===== config.mk =====
export PLATFORM = sky130hd
export DESIGN_NAME = riscv_ex_arbiter
export DESIGN_NICKNAME = d
export VERILOG_FILES = /design/src/rtl/riscv_ex_arbiter_pkg.sv /design/src/rtl/riscv_ex_arbiter_tag_fifo.sv /design/src/rtl/riscv_ex_arbiter.sv
export SDC_FILE = /design/constraint.sdc
export NUM_CORES = 1
export LEC_CHECK = 0
export ABC_AREA = 1
export ABC_CLOCK_PERIOD_IN_PS = 3850
export CAP_MARGIN = 15
export CORE_AREA = 3 3 109 111
export DETAILED_ROUTE_END_ITERATION = 7
export DIE_AREA = 0 0 112 114
export PLACE_DENSITY = 0.62
export SLEW_MARGIN = 20
export SYNTH_ARGS = -nofsm -noshare
export SYNTH_HDL_FRONTEND = slang
export SYNTH_SLANG_ARGS = --single-unit

===== constraint.sdc =====
create_clock -name clk -period 3.85 [get_ports clk]
set_clock_uncertainty 0.1 [all_clocks]
set_input_delay 0.385 -clock clk [delete_from_list [all_inputs] [get_ports clk]]
set_output_delay 0.385 -clock clk [all_outputs]
set_load 0.02 [all_outputs]

===== src/rtl/riscv_ex_arbiter_pkg.sv =====
// riscv_ex_arbiter_pkg: EX function codes, lock FSM states and width helper for the EX arbiter
package riscv_ex_arbiter_pkg;
   localparam int EX_FUNCT_W = 4;
   localparam logic [EX_FUNCT_W-1:0] EX_ADD  = 4'd0;
   localparam logic [EX_FUNCT_W-1:0] EX_SUB  = 4'd1;
   localparam logic [EX_FUNCT_W-1:0] EX_XOR  = 4'd2;
   localparam logic [EX_FUNCT_W-1:0] EX_OR   = 4'd3;
   localparam logic [EX_FUNCT_W-1:0] EX_AND  = 4'd4;
   localparam logic [EX_FUNCT_W-1:0] EX_SLL  = 4'd5;
   localparam logic [EX_FUNCT_W-1:0] EX_SRL  = 4'd6;
   localparam logic [EX_FUNCT_W-1:0] EX_SRA  = 4'd7;
   localparam logic [EX_FUNCT_W-1:0] EX_SLT  = 4'd8;
   localparam logic [EX_FUNCT_W-1:0] EX_SLTU = 4'd9;
   localparam int NUM_EX_FUNCTS = 10;
   typedef enum logic {UNLOCKED = 1'b0, LOCKED = 1'b1} lock_state_t;
   function automatic int idx_w(input int n);
      return (n < 2) ? 1 : $clog2(n);
   endfunction
endpackage


===== src/rtl/riscv_ex_arbiter_tag_fifo.sv =====
// riscv_ex_tag_fifo: sync tag FIFO, pointers wrap at DEPTH, no push-through-pop bypass when full
module riscv_ex_tag_fifo #(
   parameter int W     = 1,
   parameter int DEPTH = 4,
   parameter int CW    = $clog2(DEPTH + 1)
) (
   input  logic          clk,
   input  logic          rst,
   input  logic          push,
   input  logic          pop,
   input  logic [W-1:0]  din,
   output logic [W-1:0]  dout,
   output logic          full,
   output logic          empty,
   output logic [CW-1:0] count
);
   localparam int PW = (DEPTH < 2) ? 1 : $clog2(DEPTH);
   logic [W-1:0]  mem [DEPTH];
   logic [PW-1:0] wr_ptr, rd_ptr;
   logic          wr_en, rd_en;
   assign full  = (count == CW'(DEPTH));
   assign empty = (count == '0);
   assign wr_en = push && !full;
   assign rd_en = pop && !empty;
   assign dout  = mem[rd_ptr];
   // pointers and occupancy
   always_ff @(posedge clk or posedge rst)
      if (rst) begin
         wr_ptr <= '0;
         rd_ptr <= '0;
         count  <= '0;
      end else begin
         if (wr_en) wr_ptr <= (wr_ptr == PW'(DEPTH - 1)) ? '0 : wr_ptr + 1'b1;
         if (rd_en) rd_ptr <= (rd_ptr == PW'(DEPTH - 1)) ? '0 : rd_ptr + 1'b1;
         count <= count + CW'(wr_en) - CW'(rd_en);
      end
   // storage; entries are only read after being written
   always_ff @(posedge clk)
      if (wr_en) mem[wr_ptr] <= din;
endmodule


===== src/rtl/riscv_ex_arbiter.sv =====
// riscv_ex_arbiter: round-robin share of one EX pipe with in-order result routing; optional RISCV_EX_ARB_STATS_EN adds per-requester issue counters
module riscv_ex_arbiter
   import riscv_ex_arbiter_pkg::*;
#(
   parameter int NUM_REQ         = 2,
   parameter int MAX_OUTSTANDING = 4,
   parameter int TAG_W           = idx_w(NUM_REQ),
   parameter int OUT_W           = $clog2(MAX_OUTSTANDING + 1)
) (
   input  logic                       clk,
   input  logic                       rst,
   input  logic [NUM_REQ-1:0]         req_rdy,
   output logic [NUM_REQ-1:0]         req_ack,
   input  logic [NUM_REQ*32-1:0]      req_op1,
   input  logic [NUM_REQ*32-1:0]      req_op2,
   input  logic [NUM_REQ*EX_FUNCT_W-1:0] req_funct,
   output logic                       ex_rdy,
   input  logic                       ex_ack,
   output logic [31:0]                ex_op1,
   output logic [31:0]                ex_op2,
   output logic [EX_FUNCT_W-1:0]      ex_funct,
   input  logic                       wb_rdy,
   output logic                       wb_ack,
   input  logic [31:0]                wb_data,
   output logic [NUM_REQ-1:0]         rsp_rdy,
   input  logic [NUM_REQ-1:0]         rsp_ack,
   output logic [31:0]                rsp_data,
   output logic [OUT_W-1:0]           outstanding,
   output logic                       err_underflow
`ifdef RISCV_EX_ARB_STATS_EN
   ,
   output logic [NUM_REQ*16-1:0]      stat_issue_cnt
`endif
);
   lock_state_t      state, state_nxt;
   logic             lock, full, empty, issue, pop;
   logic [TAG_W-1:0] rr_ptr, lock_idx, rr_grant, cand, grant, head;
   // first ready requester scanning upward from rr_ptr
   always_comb begin
      rr_grant = rr_ptr;
      cand     = '0;
      for (int k = NUM_REQ - 1; k >= 0; k--) begin
         cand = TAG_W'((int'(rr_ptr) + k) % NUM_REQ);
         if (req_rdy[cand]) rr_grant = cand;
      end
   end
   assign grant    = lock ? lock_idx : rr_grant;
   assign ex_rdy   = !rst && req_rdy[grant] && !full;
   assign issue    = ex_rdy && ex_ack;
   assign ex_op1   = req_op1[32*grant +: 32];
   assign ex_op2   = req_op2[32*grant +: 32];
   assign ex_funct = req_funct[EX_FUNCT_W*grant +: EX_FUNCT_W];
   assign wb_ack   = !empty && rsp_ack[head];
   assign pop      = wb_rdy && wb_ack;
   assign rsp_data = wb_data;
   // issue ack goes to the granted requester only
   always_comb begin
      req_ack        = '0;
      req_ack[grant] = !rst && ex_ack && !full;
   end
   // result valid goes to the requester that issued the oldest outstanding op
   always_comb begin
      rsp_rdy       = '0;
      rsp_rdy[head] = wb_rdy && !empty;
   end
   // lock state register
   always_ff @(posedge clk or posedge rst)
      if (rst) state <= UNLOCKED;
      else     state <= state_nxt;
   // lock while an offer is stalled, release on its transfer
   always_comb
      state_nxt = (state == UNLOCKED) ? ((ex_rdy && !ex_ack) ? LOCKED : UNLOCKED)
                                      : (issue ? UNLOCKED : LOCKED);
   // lock output decode
   always_comb
      lock = (state == LOCKED);
   // round-robin pointer, locked grant and sticky underflow flag
   always_ff @(posedge clk or posedge rst)
      if (rst) begin
         rr_ptr        <= '0;
         lock_idx      <= '0;
         err_underflow <= 1'b0;
      end else begin
         if (issue) rr_ptr <= (grant == TAG_W'(NUM_REQ - 1)) ? '0 : grant + 1'b1;
         if (!lock && ex_rdy && !ex_ack) lock_idx <= grant;
         if (wb_rdy && empty) err_underflow <= 1'b1;
      end
   riscv_ex_tag_fifo #(
      .W     (TAG_W),
      .DEPTH (MAX_OUTSTANDING),
      .CW    (OUT_W)
   ) u_tag_fifo (
      .clk   (clk),
      .rst   (rst),
      .push  (issue),
      .pop   (pop),
      .din   (grant),
      .dout  (head),
      .full  (full),
      .empty (empty),
      .count (outstanding)
   );
`ifdef RISCV_EX_ARB_STATS_EN
   for (genvar g = 0; g < NUM_REQ; g++) begin : g_stat
      // saturating count of issues granted to requester g
      always_ff @(posedge clk or posedge rst)
         if (rst) stat_issue_cnt[16*g +: 16] <= '0;
         else if (issue && grant == TAG_W'(g) && stat_issue_cnt[16*g +: 16] != 16'hFFFF)
            stat_issue_cnt[16*g +: 16] <= stat_issue_cnt[16*g +: 16] + 1'b1;
   end
`endif
endmodule


Yosys cells after proc, flatten, opt, wreduce, memory -nomap -nowiden
Memories as Yosys holds them, arrays and structs flattened.
Cells that the tools add are included.
{ "word_totals": {"register_bits": 11, "mem_bits_rw": 4, "out_inout_bits": 110, "memories": 1} }
{ "op_classes": {"n_addsub": 6, "n_lt_le_gt_ge": 6, "eq_ne": 3, "n_shift": 3, "mux": 23, "bitwise_logic": 2, "n_reduce_logical": 22} }
{ "mem_list": {"columns": ["name", "words", "width", "read_ports", "rd_clocked_by_memory_dff", "wr", "line", "rtl"], "rows": [
  ["u_tag_fifo.mem", 4, 1, 1, 0, 1, "riscv_ex_arbiter_tag_fifo.sv:18", "logic [W-1:0] mem [DEPTH];"]
]} }
{ "op_table": {"columns": ["op", "n"], "rows": [
  ["64-bit by 7-bit variable part select with 32-bit output", 2],
  ["1-bit 2-to-1 mux", 19],
  ["1-bit logical AND", 16],
  ["1-bit by 2-bit < comparator with 1-bit output (second input constant)", 4],
  ["8-bit by 4-bit variable part select with 4-bit output", 1],
  ["1-bit logical NOT", 5],
  ["2-bit by 1-bit adder with 2-bit output (second input constant)", 2],
  ["2-bit bitwise AND", 2],
  ["2-bit equality test (second input constant)", 2],
  ["2-bit 2-to-1 mux", 2],
  ["3-bit by 1-bit adder with 3-bit output", 1],
  ["3-bit equality test (second input constant)", 1],
  ["3-bit logical NOT", 1],
  ["3-bit by 1-bit subtractor with 3-bit output", 1],
  ["1-bit adder (second input constant)", 2],
  ["1-bit demux with 1-bit select", 2],
  ["1-bit greater-or-equal comparator (second input constant)", 2]
]} }

Logic depth before layout (Yosys ltp)
{ "depth": {"depth_word": 14, "ltp_mapped": 13, "depth_no_buf": 13} }

Modules after synthesis
A second synthesis with hierarchy kept.
{ "hier_totals": {"cells_unflattened": 365, "area_unflattened_um2": 2010.7} }
{ "by_module_without_submodules": {"columns": ["mod", "n_inst", "cells_each", "area_per_inst_um2", "seq_area_each_um2"], "rows": [
  ["riscv_ex_arbiter", 1, 295, 1372.6, 100.1],
  ["riscv_ex_tag_fifo", 1, 70, 638.1, 295.3]
]} }

Least setup slack after synthesis
OpenSTA, ideal clock, no wires.
{ "synth_path": {"path_kind": "reg2reg", "from": "reg u_tag_fifo.count[1]", "to": "reg u_tag_fifo.count[2]", "setup_time_ns": 0.123, "t_arrival_ns": 1.871, "slack_ns": 1.756, "stages_incl_launch_ff": 11, "n_path_buf": 0, "period_less_slack_ns": 2.094, "path_cell_list": "dfrtp_1 -> inv_1 -> nand3b_1 -> nand4_1 -> inv_1 -> ha_1 -> inv_1 -> ha_1 -> inv_1 -> fa_1 -> xnor2_1"} }
{ "synth_lines": {"columns": ["item", "line", "rtl"], "rows": [
  ["start, declared", "riscv_ex_arbiter_tag_fifo.sv:15", "output logic [CW-1:0] count"],
  ["start signal, assigned", "riscv_ex_arbiter_tag_fifo.sv:35", "count <= count + CW'(wr_en) - CW'(rd_en);"],
  ["3-bit logical NOT *", "riscv_ex_arbiter_tag_fifo.sv:22", "assign empty = (count == '0);"],
  ["1-bit logical NOT *", "riscv_ex_arbiter_tag_fifo.sv:24, riscv_ex_arbiter.sv:53", null],
  ["1-bit logical AND", "riscv_ex_arbiter.sv:53", "assign wb_ack = !empty && rsp_ack[head];"],
  ["1-bit logical AND", "riscv_ex_arbiter.sv:54", "assign pop = wb_rdy && wb_ack;"],
  ["1-bit logical AND *", "riscv_ex_arbiter_tag_fifo.sv:24", "assign rd_en = pop && !empty;"],
  ["named net u_tag_fifo.rd_en", "riscv_ex_arbiter_tag_fifo.sv:20", "logic wr_en, rd_en;"],
  ["3-bit by 1-bit subtractor with 3-bit output *", "riscv_ex_arbiter_tag_fifo.sv:35", null]
]} }
Mark *: on every way through the listed nets, which the timed path passes. The rest lies on a longest branch.
A chain may end at the register's enable or synchronous reset.

Worst setup path after layout
{ "layout_path": {"from": "in req_rdy[1]", "to": "out ex_op2[15]"} }
{ "layout_between": {"elab_chain_len": 6} }
{ "layout_rtl": {"columns": ["item", "line", "rtl"], "rows": [
  ["start, declared", "riscv_ex_arbiter.sv:12", "input logic [NUM_REQ-1:0] req_rdy,"],
  ["1-bit 2-to-1 mux (not written as such) (2 in a row)", "riscv_ex_arbiter.sv:44", "if (req_rdy[cand]) rr_grant = cand;"],
  ["1-bit 2-to-1 mux", "riscv_ex_arbiter.sv:44", null],
  ["1-bit 2-to-1 mux *", "riscv_ex_arbiter.sv:44", null],
  ["1-bit 2-to-1 mux *", "riscv_ex_arbiter.sv:47", "assign grant = lock ? lock_idx : rr_grant;"],
  ["64-bit by 7-bit variable part select with 32-bit output *", "riscv_ex_arbiter.sv:51", "assign ex_op2 = req_op2[32*grant +: 32];"],
  ["end, declared", "riscv_ex_arbiter.sv:20", "output logic [31:0] ex_op2,"]
]} }
Every way passes the cells marked *; elsewhere a longest branch is shown, timed or not. The select of a mux whose other input is x is not followed.

==> results.sh <==
export IMPL_rsz0062_at_grt="false"
export IMPL_areaGrowthSynthToFinish_pct=101
export IMPL_clock_latency_ns=0.25
export IMPL_cts_num_sinks=15
export IMPL_slew_violations=0
export IMPL_fin_util_pct=38.3
export IMPL_die_w_um=112
export IMPL_synth_top_area_share_pct=41.3
export IMPL_cts_root_buffer="clkbuf_8"
export IMPL_antenna_found_initial=0
export IMPL_hp_class="in -> async"
export IMPL_initial_core_util_pct=19.0
export IMPL_hpwl_um=7130
export IMPL_crit_arrival_ns=2.82
export IMPL_path_class="in -> out"
export IMPL_yosysTopAreaCell="nand2_1"
export IMPL_leakagePower_uw=0.00199
export IMPL_drt_total_wl_um=8460
export IMPL_diodes=0
export IMPL_rrSetupSlack_ns=1.60
export IMPL_clk_pin_slew_ns=0.06
export IMPL_yosysWarnings=0
export IMPL_cts_setup_buffers=0
export IMPL_port_buffers=221
export IMPL_h_tree_depth=1
export IMPL_ys_ff_latch=15
export IMPL_power_density_nw_per_um2=671
export IMPL_cap_violations=0
export IMPL_cp_end_kind="output port"
export IMPL_cts_hold_buf=0
export IMPL_syn_mean_instance_area_um2=5.77
export IMPL_layout_common_cells="nand2_1, clkdlybuf4s50_1, inv_1"
export IMPL_cp_data_required_time_ns=3.37
export IMPL_coreArea_um2=10900
export IMPL_report_final_setup_viol=0
export IMPL_grt_overflow=0
export IMPL_cts_resized=0
export IMPL_remaining_drc_errors=0
export IMPL_dieArea_um2=12800
export IMPL_hold_viol_final=0
export IMPL_status="complete, no violations"
export IMPL_relSlewSlack_pct=63.5
export IMPL_io_pin_count=286
export IMPL_synth_distinct_cells=25
export IMPL_reg2reg_depth=13
export IMPL_period_share_pct=86.0
export IMPL_fin_nets=725
export IMPL_grt_max_degree=56
export IMPL_r2r_start="u_tag_fifo.rd_ptr[0]$_DFFE_PP0P_"
export IMPL_grt_usage_pct=11.8
export IMPL_drive_gt1_share_pct=3.15
export IMPL_finalSetupTns_ns=0
export IMPL_dr_first_iter_drc_count=119
export IMPL_wire_per_inst_um=12.4
export IMPL_drtPass1Iterations=7
export IMPL_critPathMaxFanout=55
export IMPL_yosys_top_cells_area="nand2_1, dfrtp_1, buf_4, edfxtp_1, ha_1"
export IMPL_drtAntennaViolNets=0
export IMPL_clk_path_buf_depth=2
export IMPL_syn_area_um2=2070
export IMPL_crit_path_start_kind="input port"
export IMPL_tightest_slew_ns=0.547
export IMPL_synthFlopType="dfrtp_1"
export IMPL_synth_edf_count=4
export IMPL_peakVddDrop_uv=355
export IMPL_ys_seq_area_share_pct=19.1
export IMPL_min_period_ns=3.31
export IMPL_grt_pass1_vias=2751
export IMPL_numCtsBuffers=3
export IMPL_avgViaCountPerCell=4.04
export IMPL_syn_nets=543
export IMPL_max_freq_mhz=302
export IMPL_chipHeight_um=114
export IMPL_synth_cells=359
export IMPL_vias=2750
export IMPL_gp_congestion=0.856
export IMPL_async_reset_ff_share_pct=73.3
export IMPL_fillCellCount=1150
export IMPL_final_common_cell="nand2_1"
export IMPL_rr_endpoint="u_tag_fifo.count[2]$_DFF_PP0_"
export IMPL_grt_pass1_wl_um=12600
export IMPL_cts_tree="yes"
export IMPL_row_count=38
[how the worst max path moves through the flow]
stage,startpoint,endpoint,slack (ns),depth (start not counted)
CTS,req_rdy[1],ex_op2[27],0.51,9
global placement,req_rdy[1],ex_op2[15],0.52,9
global route,req_rdy[1],ex_op2[27],0.37,9
floorplan,u_tag_fifo.count[1]$_DFF_PP0_,u_tag_fifo.count[2]$_DFF_PP0_,1.76,10
finish,req_rdy[1],ex_op2[15],0.54,9
detailed placement,req_rdy[1],ex_op2[27],0.51,9
[cells by family after synthesis]
| group | Yosys count | synth area share [%] |
|---|---|---|
| AND/OR/NAND/NOR | 262 | 51.8 |
| XOR/XNOR | 2 | 0.846 |
| buffers and inverters | 68 | 21.7 |
| AO/OA/AOI/OAI | 4 | 1.45 |
| flip-flops | 15 | 19.1 |
| adder cells (fa/ha/maj) | 8 | 5.19 |
[critical path: stages]
cell             delay [ns]
clkdlybuf4s50_1        0.52
nor2_1                 0.07
nor2_2                 0.13
nand2_4                0.09
nand2_4                0.21
buf_4                  0.50
nand2_1                0.18
nand2_1                0.10
clkdlybuf4s50_1        0.60
[report_power, final]
group | switching (µW) | internal, µW | total, µW
registers | 57.4 | 234 | 292
logic | 1330 | 1050 | 2380
clock network | 53.9 | 71.6 | 125
total | 1440 | 1360 | 2800
[synthesized netlist by cell type (all sizes together), types with 2 or more instances]
master and number:
xnor2 2, nand4 3, nand3 9, nand2 232, nand3b 2, nor2 16
dfrtp 11, edfxtp 4, buf 46, a21oi 2, inv 22, ha 7
[flip-flops by register name (all words and copies together), names as in the netlist, named ones only]
| name | flops |
|---|---|
| err_underflow | 1 |
| lock_idx | 1 |
| rr_ptr | 1 |
| u_tag_fifo.count | 3 |
| u_tag_fifo.mem | 4 |
| u_tag_fifo.rd_ptr | 2 |
| u_tag_fifo.wr_ptr | 2 |
[stage by stage]
stage	total power [µW]	instance area [µm²]	std cells	hold WS (ns)	setup slack [ns]
after floorplan	1720	2070	359	0.137	1.76
after global placement	2680	4120	676	0.360	0.521
after detailed placement	2700	4120	676	0.366	0.514
after CTS	2840	4170	680	0.383	0.513
after global routing	3030	4170	680	0.402	0.366
final	2800	4170	680	0.373	0.540
[layout make-up]
| class | instances | area [µm²] | share of cell area [%] |
|---|---|---|---|
| repair buffers | 223 | 2240 | 53.7 |
| multi-input cells | 276 | 1230 | 29.4 |
| flip-flops and latches | 15 | 395 | 9.48 |
| well taps | 140 | 175 | 4.20 |
| inverters | 22 | 85.1 | 2.04 |
| clock buffers | 3 | 41.3 | 0.990 |
| clock inverters | 1 | 5.00 | 0.120 |
[per-layer routing]
metal / track usage, % / vias up / share of wire (%)
met3: 4.03 / 18 / 11
met5: 0 / - / 0
met1: 13.5 / 1169 / 38
met2: 21.4 / 159 / 50
met4: 2.24 / 0 / 1.4
li1: - / 1404 / -
Note: power is estimated with default switching activity, not from simulation.
